<file path="config.mk">
export PLATFORM = sky130hd
export DESIGN_NAME = replace_policy_unit
export DESIGN_NICKNAME = d
export VERILOG_FILES = /design/src/rtl/replace_policy_unit.sv
export SDC_FILE = /design/constraint.sdc
export NUM_CORES = 1
export LEC_CHECK = 0
export ABC_AREA = 1
export CORE_ASPECT_RATIO = 0.8
export CORE_MARGIN = 2
export CORE_UTILIZATION = 44
export CTS_CLUSTER_DIAMETER = 40
export DETAILED_ROUTE_END_ITERATION = 6
export GPL_TIMING_DRIVEN = 1
export SLEW_MARGIN = 5
export SYNTH_ARGS = -nofsm -noshare
export SYNTH_HDL_FRONTEND = slang
export SYNTH_SLANG_ARGS = --single-unit
</file>
<file path="constraint.sdc">
create_clock -name clk -period 4.31 [get_ports clk]
set_input_delay 0.6465 -clock clk [delete_from_list [all_inputs] [get_ports clk]]
set_output_delay 0.6465 -clock clk [all_outputs]
set_load 0.02 [all_outputs]
</file>
<file path="src/rtl/replace_policy_unit.sv">
// ---------------------------------------------------------------------------
// replace_policy_unit
//
// Purpose:
//   Per-set victim-way selector for a set-associative cache. Keeps tree
//   pseudo-LRU state per set (POLICY=1) or uses a shared LFSR (POLICY=0).
//   An invalid way is always preferred. The victim for a lookup issued in
//   cycle N is presented, registered, in cycle N+1.
//
// Optional feature macro: REPLACE_WAY_LOCK_EN
//   Defined   -> lock_ways port exists; locked ways are excluded from
//                replacement unless every way is locked.
//   Undefined -> no lock_ways port; every way is a candidate.
//
// Parameters:
//   NUM_WAY  associativity, power of two, 1..16
//   NUM_SET  number of sets, power of two >= 2
//   POLICY   0 = LFSR random, 1 = tree PLRU
//
// Ports:
//   clk            clock, all state on the rising edge
//   reset          asynchronous active-low reset
//   lookup_valid   request a victim for lookup_set
//   lookup_set     set index of the lookup
//   v_ways         valid bits of lookup_set (same cycle as lookup_valid)
//   hit_valid      access touch strobe
//   hit_set        set touched by the hit
//   hit_way        one-hot way touched by the hit
//   fill_valid     refill touch strobe
//   fill_set       set touched by the fill
//   fill_way       one-hot way touched by the fill
//   lock_ways      ways excluded from replacement (macro only)
//   replace_valid  replace_way carries a fresh victim
//   replace_way    one-hot victim, registered; holds when replace_valid=0
// ---------------------------------------------------------------------------
module replace_policy_unit #(
  parameter int NUM_WAY = 4,
  parameter int NUM_SET = 64,
  parameter int POLICY  = 1,
  localparam int SET_W  = $clog2(NUM_SET)
) (
  input  logic               clk,
  input  logic               reset,
  input  logic               lookup_valid,
  input  logic [SET_W-1:0]   lookup_set,
  input  logic [NUM_WAY-1:0] v_ways,
  input  logic               hit_valid,
  input  logic [SET_W-1:0]   hit_set,
  input  logic [NUM_WAY-1:0] hit_way,
  input  logic               fill_valid,
  input  logic [SET_W-1:0]   fill_set,
  input  logic [NUM_WAY-1:0] fill_way,
`ifdef REPLACE_WAY_LOCK_EN
  input  logic [NUM_WAY-1:0] lock_ways,
`endif
  output logic               replace_valid,
  output logic [NUM_WAY-1:0] replace_way
);

  localparam int IDX_W  = (NUM_WAY > 1) ? $clog2(NUM_WAY) : 1;
  localparam int NODES  = (NUM_WAY > 1) ? NUM_WAY - 1 : 1;
  localparam int LFSR_W = $clog2(NUM_WAY) + 2;

  genvar gi;

  // Isolate the lowest set bit of a mask.
  function automatic logic [NUM_WAY-1:0] lowest(input logic [NUM_WAY-1:0] m);
    return m & (~m + NUM_WAY'(1));
  endfunction

  function automatic logic [IDX_W-1:0] onehot_to_idx(input logic [NUM_WAY-1:0] oh);
    logic [IDX_W-1:0] idx;
    idx = '0;
    for (int i = 0; i < NUM_WAY; i++) begin
      if (oh[i]) idx = idx | IDX_W'(i);
    end
    return idx;
  endfunction

  // Walk from the touched leaf up to the root. Nodes are in heap order, so a
  // child with an odd heap index is the lower subtree; its parent is then
  // pointed at the upper subtree (bit=1), and vice versa.
  function automatic logic [NODES-1:0] plru_touch(input logic [NODES-1:0] st,
                                                  input logic [IDX_W-1:0] way);
    logic [NODES-1:0] r;
    int node;
    r    = st;
    node = int'(way) + NUM_WAY - 1;
    for (int l = 0; l < IDX_W; l++) begin
      r[(node - 1) / 2] = 1'(node & 1);
      node = (node - 1) / 2;
    end
    return r;
  endfunction

  // Follow the node bits from the root: 0 -> lower child, 1 -> upper child.
  function automatic logic [IDX_W-1:0] plru_walk(input logic [NODES-1:0] st);
    int node;
    node = 0;
    for (int l = 0; l < IDX_W; l++) begin
      node = 2 * node + 1 + int'(st[node]);
    end
    return IDX_W'(node - (NUM_WAY - 1));
  endfunction

  // Candidate mask; an all-locked set degrades to "every way is a candidate".
  logic [NUM_WAY-1:0] cand;
  always_comb begin
`ifdef REPLACE_WAY_LOCK_EN
    cand = ~lock_ways;
    if (cand == '0) cand = '1;
`else
    cand = '1;
`endif
  end

  logic [NUM_WAY-1:0] victim;
  logic               replace_valid_q;
  logic [NUM_WAY-1:0] replace_way_q;

  always_ff @(posedge clk or negedge reset) begin
    if (!reset) begin
      replace_valid_q <= 1'b0;
      replace_way_q   <= '0;
    end else begin
      replace_valid_q <= lookup_valid;
      if (lookup_valid) replace_way_q <= victim;
    end
  end

  assign replace_valid = replace_valid_q;
  assign replace_way   = replace_way_q;

  generate
    if (NUM_WAY == 1) begin : g_single
      logic unused_inputs;
      assign unused_inputs = ^{lookup_set, v_ways, hit_valid, hit_set, hit_way,
                               fill_valid, fill_set, fill_way, cand};
      assign victim = 1'b1;
    end else begin : g_multi
      localparam int TAP_MASK_I = (LFSR_W == 3) ? 'b110 :
                                  (LFSR_W == 4) ? 'b1100 :
                                  (LFSR_W == 5) ? 'b10100 : 'b110000;
      localparam logic [LFSR_W-1:0] TAP_MASK = LFSR_W'(TAP_MASK_I);

      logic [IDX_W-1:0]   policy_idx;
      logic [NUM_WAY-1:0] inv_cand;
      logic [NUM_WAY-1:0] policy_oh;
      logic               lfsr_step;
      logic [LFSR_W-1:0]  lfsr_q;
      logic [LFSR_W-1:0]  lfsr_d;

      always_comb begin
        inv_cand  = ~v_ways & cand;
        policy_oh = '0;
        policy_oh[policy_idx] = 1'b1;
        lfsr_step = 1'b0;
        victim    = lowest(cand);
        if (inv_cand != '0) begin
          victim = lowest(inv_cand);
        end else begin
          // The LFSR moves whenever the policy victim is consulted, even if
          // it then turns out to be locked.
          lfsr_step = lookup_valid;
          if ((policy_oh & cand) != '0) victim = policy_oh;
        end
      end

      // Fibonacci LFSR with a maximal-length tap pair for each width.
      assign lfsr_d = lfsr_step ? {lfsr_q[LFSR_W-2:0], ^(lfsr_q & TAP_MASK)} : lfsr_q;

      always_ff @(posedge clk or negedge reset) begin
        if (!reset) lfsr_q <= '1;
        else        lfsr_q <= lfsr_d;
      end

      if (POLICY == 1) begin : g_plru
        logic [IDX_W-1:0] hit_idx;
        logic [IDX_W-1:0] fill_idx;
        logic [NODES-1:0] plru_post [NUM_SET];

        assign hit_idx  = onehot_to_idx(hit_way);
        assign fill_idx = onehot_to_idx(fill_way);

        for (gi = 0; gi < NUM_SET; gi++) begin : g_set
          logic [NODES-1:0] plru_q;
          logic [NODES-1:0] plru_d;

          // Hit first, then fill, so the fill wins on shared nodes.
          always_comb begin
            plru_d = plru_q;
            if (hit_valid && hit_set == SET_W'(gi))
              plru_d = plru_touch(plru_d, hit_idx);
            if (fill_valid && fill_set == SET_W'(gi))
              plru_d = plru_touch(plru_d, fill_idx);
          end

          always_ff @(posedge clk or negedge reset) begin
            if (!reset) plru_q <= '0;
            else        plru_q <= plru_d;
          end

          // Post-touch state, so a same-cycle lookup sees the update.
          assign plru_post[gi] = plru_d;
        end

        assign policy_idx = plru_walk(plru_post[lookup_set]);
      end else begin : g_lfsr
        logic unused_touch;
        assign unused_touch = ^{hit_valid, hit_set, hit_way, fill_valid, fill_set, fill_way};
        assign policy_idx   = lfsr_q[IDX_W-1:0];
      end
    end
  endgenerate

endmodule

</file>
After elaboration in Yosys (flattened, before gate mapping)
Cells that the tools add are included.
W data, S select, Z words.

storage, ports and cells
  bits of input ports = 35
  logic and storage cells = 774
  output and inout port bits = 5
  bits in read-only memories = 0
  RAM bits = 0
  latch bits = 0
  register bits = 197
  memories kept = 0

operators by class
  equal/unequal tests = 126
  mux-type cells = 408
  add/sub/neg operators = 17
  order comparisons = 12
  shifts and indexed selects = 0
  bitwise operators = 8
  reductions and logical operators = 137
  div/mod/pow operators = 0
  multipliers = 0

operators by type and width
  kind                     number
  $bwmux W3                256
  $mux W3                  130
  $eq A6 B6 Y1 const B     64
  $eq A6 B5 Y1 const B     32
  $sub A32 B2 Y32 const B  6
  $logic_and A1 B1 Y1      133
  $add A32 B1 Y32          4
  $ge A32 B1 Y1 const B    4
  $lt A32 B4 Y1 const B    4
  $eq A6 B4 Y1 const B     16
  $eq A6 B3 Y1 const B     8
  $eq A6 B2 Y1 const B     4
  $bmux W3 S6              1
  $eq A6 B1 Y1 const B     2
  $logic_not A6 Y1         2
  $demux W1 S2             5
  $mux W1                  9
  $add A2 B3 Y4 const B    2
  $mux W2                  4
  $mux W4                  2
  $not A4 Y4               2
  $reduce_bool A4 Y1       2
  $ge A7 B7 Y1 const B     1
  $not A6 Y7               1
  other kinds (10)         14

Depth between registers and ports, before layout
Gate-level depths: netlist of run 1.

  depth after elaboration = 36
  gate-level depth with buffers = 20
  depth with buffers taken out = 19

Worst setup path after synthesis of run 1
OpenSTA, ideal clock, no wires.

  path kind = input port to flip-flop
  start point = input port hit_set[5]
  end point = register replace_way_q[1], in the netlist replace_way[1]
  required time = 4.237 ns
  cell stages on the path = 17
  setup time = 0.073 ns
  path buffers = 2
  data arrival time = 2.239 ns
  path slack = 1.998 ns
  path through = buf_6 inv_1 nand3_1 buf_4 nor2_1 nand2_1 nand3b_1 nand3_1 nand3_1 nand3_1 nand3_1 nand3_1 nand3_1 nand2_1 nor2_1 nand2_1 a21oi_2

on the way
  longest elaborated chain between the ends = 22
  elaborated cells between the ends (all ways) = 402
  classes of those cells = 4 x add/sub; 2 x order compare; 63 x eq/ne; 266 x mux; 67 x reduce/logical

ends and longest elaborated chain
  what                                                                RTL line  text
  start, declared                                                     48        input logic [SET_W-1:0] hit_set,
  $eq A6 B6 Y1 (tied with other cells)                                192       if (hit_valid && hit_set == SET_W'(gi))
  $logic_and A1 B1 Y1                                                 192
  $mux W3                                                             192
  $bwmux W3 (2 in a row)                                              90        r[(node - 1) / 2] = 1'(node & 1);
  $mux W3                                                             194       if (fill_valid && fill_set == SET_W'(gi))
  $bmux W3 S6 *                                                       207       assign policy_idx = plru_walk(plru_post[lookup_set]);
  $mux W3 (implied by the code) * (2 in a row)                        207
  $add A1 B1 Y2                                                       101       node = 2 * node + 1 + int'(st[node]);
  [4 not listed]                                                      --
  $sub A2 B1 Y2 *                                                     103       return IDX_W'(node - (NUM_WAY - 1));
  $lt A2 B3 Y1 (implied by the code) or $ge A2 B1 Y1 (tied branches)  156       policy_oh[policy_idx] = 1'b1;
  $logic_and A1 B1 Y1 (implied by the code)                           156
  $mux W1 (implied by the code)                                       156
  $demux W1 S2 *                                                      156
  $reduce_bool A4 Y1                                                  165       if ((policy_oh & cand) != '0) victim = policy_oh;
  $mux W4 *                                                           165
  $mux W4 *                                                           159       if (inv_cand != '0) begin
  end signal, assigned                                                127       if (lookup_valid) replace_way_q <= victim;
  end, declared                                                       119       logic [NUM_WAY-1:0] replace_way_q;

Mark *: on every way between the ends. The rest lies on a longest branch, timed or not. The select of a mux whose other input is x is not followed.
A chain may end at the register's enable or synchronous reset.

Worst setup path in the final report of run 1
  start point = input port fill_set[1]
  end point = register replace_way_q[3], in the netlist replace_way[3]

on the way
  elaborated cells between the ends (all ways) = 210
  classes of those cells = 4 x add/sub; 2 x order compare; 63 x eq/ne; 74 x mux; 67 x reduce/logical

RTL lines
  what                                                                RTL line  text
  start, declared                                                     51        input logic [SET_W-1:0] fill_set,
  $eq A6 B6 Y1 *                                                      194
  $logic_and A1 B1 Y1 *                                               194
  $mux W3 *                                                           194
  net g_multi.g_plru.g_set[58].plru_d[2]                              187       logic [NODES-1:0] plru_d;
  $bmux W3 S6 *                                                       207
  $mux W3 (implied by the code) * (2 in a row)                        207
  $bmux W1 S2 *                                                       101
  $mux W1 (implied by the code) * (2 in a row)                        101
  $add A2 B2 Y2 *                                                     101
  $sub A2 B1 Y2 *                                                     103
  $lt A2 B3 Y1 (implied by the code) or $ge A2 B1 Y1 (tied branches)  156
  $logic_and A1 B1 Y1 (implied by the code)                           156
  $mux W1 (implied by the code)                                       156
  $demux W1 S2 *                                                      156
  $reduce_bool A4 Y1                                                  165
  $mux W4 *                                                           165
  $mux W4 *                                                           159

Mark *: on every way through the listed nets, which the timed path passes. The rest lies on a longest branch. The select of a mux whose other input is x is not followed.

==> results of run 1 <==
[sequential cells by signal, indices dropped and copies added (netlist names)]
name                         cells
replace_valid                    1
g_multi.g_plru.g_set.plru_q    192
replace_way                      4
[path summary, 6_finish.rpt]
check / start / end
max: fill_set[1] / replace_way[3]
min: reset / g_multi.g_plru.g_set[63].plru_q[0]
max reg2reg: g_multi.g_plru.g_set[43].plru_q[2] / replace_way[3]
min reg2reg: replace_way[3] / replace_way[3]
max in group asynchronous: reset / g_multi.g_plru.g_set[42].plru_q[0]
min in group clk: replace_way[3] / replace_way[3]
[layout make-up]
cell class	instances	area, um^2
Clock buffer	20	447
Clock inverter	10	180
Fill cell	3357	16400
Inverter	215	808
Multi-Input combinational cell	1862	8340
Sequential cell	197	4930
Tap cell	427	534
Timing Repair Buffer	93	937
[power breakdown]
group	total (uW)	internal, uW	switching, uW
combinational	1670	568	1100
clock	1820	1040	783
sequential	2340	2220	115
total	5830	3830	2000
[stage by stage]
| step | cell area (um^2) | instances | worst slack, ns |
|---|---|---|---|
| after detailed placement | 15600 | 2794 | 0.487 |
| after global routing | 16200 | 2824 | 0.539 |
| after floorplan | 14600 | 2398 | 2.00 |
| after CTS | 16200 | 2824 | 0.973 |
| after global placement | 15600 | 2794 | 0.542 |
| final | 16200 | 2824 | 0.773 |
[worst max-delay path, stage by stage]
cell and delay (ns):
clkdlybuf4s50_1 0.59, inv_1 0.06, nor2_1 0.43, nand2_1 0.37, nor2_1 0.37, nand2_1 0.09
nand3_1 0.09, nand2_1 0.08, nand2_1 0.08, nand3_1 0.11, nand3_1 0.14, nand3_1 0.25
nand3_1 0.18, nand3_1 0.14, nand3_1 0.12, nand2_1 0.05, nand2_1 0.06, nand2_1 0.05
[layout by cell type, fill, tap and decap left out, types with 2 or more instances in the layout]
cell type          n
clkdlybuf4s50_1   34
bufinv_16          5
nand2_2            2
a21oi_2            2
nor2_1           184
o21ai_0           52
nor2_4             4
a31oi_1            2
clkbuf_8           2
nor2_2             7
clkinvlp_4         2
inv_1            210
buf_4             45
nand2_1          883
a21oi_1            2
nand3_2            4
dfrtp_1          197
nand4_1            7
clkbuf_1           2
nand3_1          592
clkinv_2           4
inv_2              3
a21boi_0          45
buf_12            12
nand3_4            2
nand3b_1          26
o21bai_1          17
clkbuf_16         17
and2_1            31
[cell usage after synthesis, drive strengths merged]
cell type and n:
nand2 885, nand3 598, inv 213, dfrtp 197, nor2 195, buf 73, o21ai 52, clkbuf 51
a21boi 45, and2 31, nand3b 26, o21bai 17, nand4 7, a21oi 4, a31oi 2, clkinv 2
[metal layers]
metal | GRT usage [%] | vias up | routed length, um
met4 | 11.4 | 0 | 1850
li1 | - | 7689 | -
met3 | 6.04 | 133 | 6410
met2 | 49.5 | 943 | 24200
met1 | 47.8 | 7699 | 25100
met5 | 0 | - | 0
[kinds of logic after synthesis]
kind of cell           Yosys count
AOI/OAI and AO/OA              120
buffers and inverters          339
and+or+nand+nor               1742
DFF                            197
==> impl_metrics.ini, run 1 <==
[timing]
tightest_slew_ns = 0.914
timing.final.crit_share_pct = 82.1
finalMaxSlewViolations = 0
final.setup_skew_ns = 0.0112
grt_setup_unrepaired = false
finalWorstPathRequiredPeriod_ns = 3.54
fmax_mhz = 283
fin_tns_setup_ns = 0
whs_ns = 0.305
relSlewSlack_pct = 39.1
final_hold_viol_count = 0
setup_violations = 0

[logic_synthesis]
yosysWarnings = 0
ys_ff_latch = 197
synthXorXnorAreaFrac_pct = 0
yosys.area_share.adder_pct = 0
synth.avg_cell_area_um2 = 6.10
synth.distinct_cells = 26
synthesis.area_um2 = 14600
synth_area_leaders = dfrtp_1 34%, nand2_1 23%, nand3_1 20%
synth_fp_nets = 2433
synthSimpleGateAreaFrac_pct = 51.6
yosysTopAreaCell = dfrtp_1
yosysSeqAreaShare_pct = 33.7
synth_top_area_share_pct = 33.7
synth_top_family_by_area = simple AND/OR/NAND/NOR gates
netlist_instances = 2398
synth_compound_area_share_pct = 5.21
muxShareOfSynthArea_pct = 0

[floorplan]
core.rowCount = 59
coreArea_um2 = 32600
die-width_um = 208
dieHeight_um = 167
pin_count = 40
start_util_pct = 44.9
die_area_um2 = 34700

[setup_path]
worstPathArrival_ns = 3.91
cp.required_ns = 4.68
start_kind = input pin
reg2reg_depth = 14
crit_type = in -> reg
endpoint_kind = register
crit_path_max_fanout = 5
reg2reg_setup_slack_ns = 2.25

[route]
vias = 16500
firstDrtPassIters = 7
drc_errors = 0
wirelength_um = 57500
drt-initial-drc-count = 2147
final_antenna_net_count = 0
wl_per_cell_um = 20.4
avgViaCountPerCell = 5.83

[layout]
layout-drive-gt1-share_pct = 4.67
antennaDiodeCount = 0
syn2layout_area_growth_pct = 10.5
nets = 2421
finish.utilization_pct = 49.6

[global_routing]
grt_usage_pct = 33.0
grt_pass1_vias = 14900
grt_pass1_wl_um = 88400
grt_max_degree = 103
grt-ovfl-total = 0
grt_antenna_before_repair = 0

[clocking]
insertion_delay_ns = 0.47
cts_max_level = 4
post_cts_resized = 0
path_clk_slew_ns = 0.08
hold_buffers = 0
postCtsSetupRepairBufs = 0
cts-root-buf = clkbuf_16
cts_inserted_buffers = 17
clock_sinks = 197
cts_tree = built
cts.path.max_buffers = 2

[place]
place_congestion = 1.01
detailed_place_hpwl_um = 36500
io_buffers = 37

[hold_path]
min_path_type = in -> async

[power_and_ir_drop]
ir_drop_mv = 0.295
p_per_area_nw_per_um2 = 360
power_uw = 5830
power_leakage_uw = 0.00786

[job]
maxCapViolCount = 0

[run_status]
outcome = finished, final reports clean
Note: power is estimated with default switching activity, not from simulation.
==> inputs of run 2 (changes only) <==
Clock period 4.31 ns to 3.2 ns, I/O delays scaled along.
==> run 2 against run 1 <==
Die area stayed put. Global-route usage is 0.47 points higher. Combinational power is 48% higher. Setup slack worse by 0.54 ns. Register-to-register slack worse by 1.0 ns. Clock skew is 0.0022 ns higher. Clock-buffer cell count is 2 higher. Flip-flop and latch count stayed put. Routed wire length is 0.84% higher. Critical endpoint unchanged. Largest power group unchanged. Highest routed layer unchanged.
==> impl_metrics.ini, run 2 (synthesized netlist as in run 1, its figures left out) <==
[floorplan]
core.rowCount = 59
coreArea_um2 = 32600
die-width_um = 208
die_area_um2 = 34700
dieHeight_um = 167
start_util_pct = 44.9
pin_count = 40

[route]
firstDrtPassIters = 6
wirelength_um = 58000
final_antenna_net_count = 0
avgViaCountPerCell = 5.70
drc_errors = 0
vias = 16900
drt-initial-drc-count = 1750
wl_per_cell_um = 19.5

[layout]
layout-drive-gt1-share_pct = 10.2
antennaDiodeCount = 0
finish.utilization_pct = 53.6
fillers = 3299
syn2layout_area_growth_pct = 19.4
nets = 2566
final_cell_mix = 883 x nand2_1, 592 x nand3_1, 210 x inv_1
top_register = g_multi.g_plru.g_set.plru_q
fin_cells = 2969
layout_commonest_cell = nand2_1
largest_reg_flops = 192

[setup_path]
crit_path_max_fanout = 4
slowest_stage = clkdlybuf4s50_1
cp_cell_sequence = clkdlybuf4s50_1 -> buf_4 -> nor2_1 -> nand2_1 -> nor2_1 -> nand2_1 -> nand3_1 -> nand3_1 -> nand3_1 -> nand3_1 -> nand3_1 -> nand3_1 -> nand3_1 -> nand2_1 -> nand3_1 -> nand2_1 -> nand2_1 -> nand2_1
slowest_delay_ns = 0.52
reg2reg_depth = 14
crit_buf_inv = 2
start_kind = input pin
cp.required_ns = 3.56
reg2reg_setup_slack_ns = 1.23
crit_top_cell = nand3_1
rr_startpoint = g_multi.g_plru.g_set[60].plru_q[2]
endpoint_kind = register
worstPathArrival_ns = 3.33
path_delay_family = simple AND/OR/NAND/NOR gates
r2r-end = replace_way[3]
crit_type = in -> reg
cp.depth = 18

[power_and_ir_drop]
seqPwrFrac_pct = 39.1
p_clk_share_pct = 30.3
p_switching_uw = 2700
internal-power_uw = 5360
p_per_area_nw_per_um2 = 461
ir_drop_mv = 0.298
switching_share_pct = 33.5
p_comb_share_pct = 30.6
power_uw = 8060
power_leakage_uw = 0.00866

[timing]
setup_violations = 0
tightest_slew_ns = 0.674
final.setup_skew_ns = 0.0135
setup_slack_ns = 0.230
finalMaxSlewViolations = 0
finalWorstPathRequiredPeriod_ns = 2.97
fmax_mhz = 337
relSlewSlack_pct = 55.1
final_hold_viol_count = 0
whs_ns = 0.0614
grt_setup_unrepaired = false
timing.final.crit_share_pct = 92.8

[clocking]
cts.path.max_buffers = 2
cts_inserted_buffers = 17
insertion_delay_ns = 0.46
path_clk_slew_ns = 0.08
cts_max_level = 4
cts-root-buf = clkbuf_16
hold_buffers = 0
post_cts_resized = 0
clock_sinks = 197
cts_tree = built
postCtsSetupRepairBufs = 0

[place]
dp.cells = 2939
detailed_place_hpwl_um = 39100
dp_slack_ns = -0.155
place_congestion = 1.02
io_buffers = 37

[global_routing]
grt_max_degree = 72
grt-ovfl-total = 0
grt_pass1_vias = 15700
grt_antenna_before_repair = 0
grt_usage_pct = 33.5
grt_pass1_wl_um = 89600

[job]
maxCapViolCount = 0

[run_status]
outcome = finished, final reports clean

[hold_path]
min_path_type = in -> async
[run 2: changes by cell type in the layout (fill, tap and decap cells not counted), sizes merged]
cell,change
buf,+145
bufinv,-1
clkbuf,+2
clkinvlp,-1
[run 2: routing by layer]
layer	track usage (%)	vias to the layer above	wire, um
met4	12.8	0	1990
met1	47.4	7803	24400
li1	-	8000	-
met5	0	-	0
met3	8.06	154	7310
met2	49.6	975	24300
[run 2: layout make-up]
cell class | count | area [um^2] | area share [%]
Inverter | 215 | 808 | 4.62
Timing Repair Buffer | 238 | 2230 | 12.7
Clock inverter | 8 | 146 | 0.837
Tap cell | 427 | 534 | 3.06
Clock buffer | 22 | 494 | 2.83
Multi-Input combinational cell | 1862 | 8340 | 47.7
Sequential cell | 197 | 4930 | 28.2
[run 2: power by group through the flow]
stage / logic, uW / clock network (uW) / registers (uW)
CTS: 2430 / 2480 / 3160
finish: 2470 / 2440 / 3150
detailed placement: 2420 / 0 / 3200
floorplan: 1520 / 0 / 3170
global route: 2780 / 2570 / 3210
global placement: 2370 / 0 / 3190
[run 2: worst max-delay path by stage]
stage	slack [ns]	start	to
2_1_floorplan	1.05	hit_set[5]	replace_way[1]
3_3_place_gp	-0.13	hit_set[0]	replace_way[3]
3_5_place_dp	-0.16	hit_set[0]	replace_way[3]
4_1_cts	0.34	hit_set[0]	replace_way[3]
5_1_grt	0.03	hit_set[1]	replace_way[0]
6_report	0.23	hit_set[0]	replace_way[3]
[run 2: per-stage QoR]
| step | area [um^2] | setup TNS (ns) |
|---|---|---|
| finish | 17500 | 0 |
| global route | 17500 | 0 |
| CTS | 17500 | 0 |
| detailed placement | 16800 | -0.458 |
| global placement | 16800 | -0.381 |
| floorplan | 14600 | 0 |
==> inputs of run 3 (changes only) <==
Settings changed: CAP_MARGIN set to 25.
==> results of run 3 <==
Final layout, timing and power as in run 2 (identical DEF).
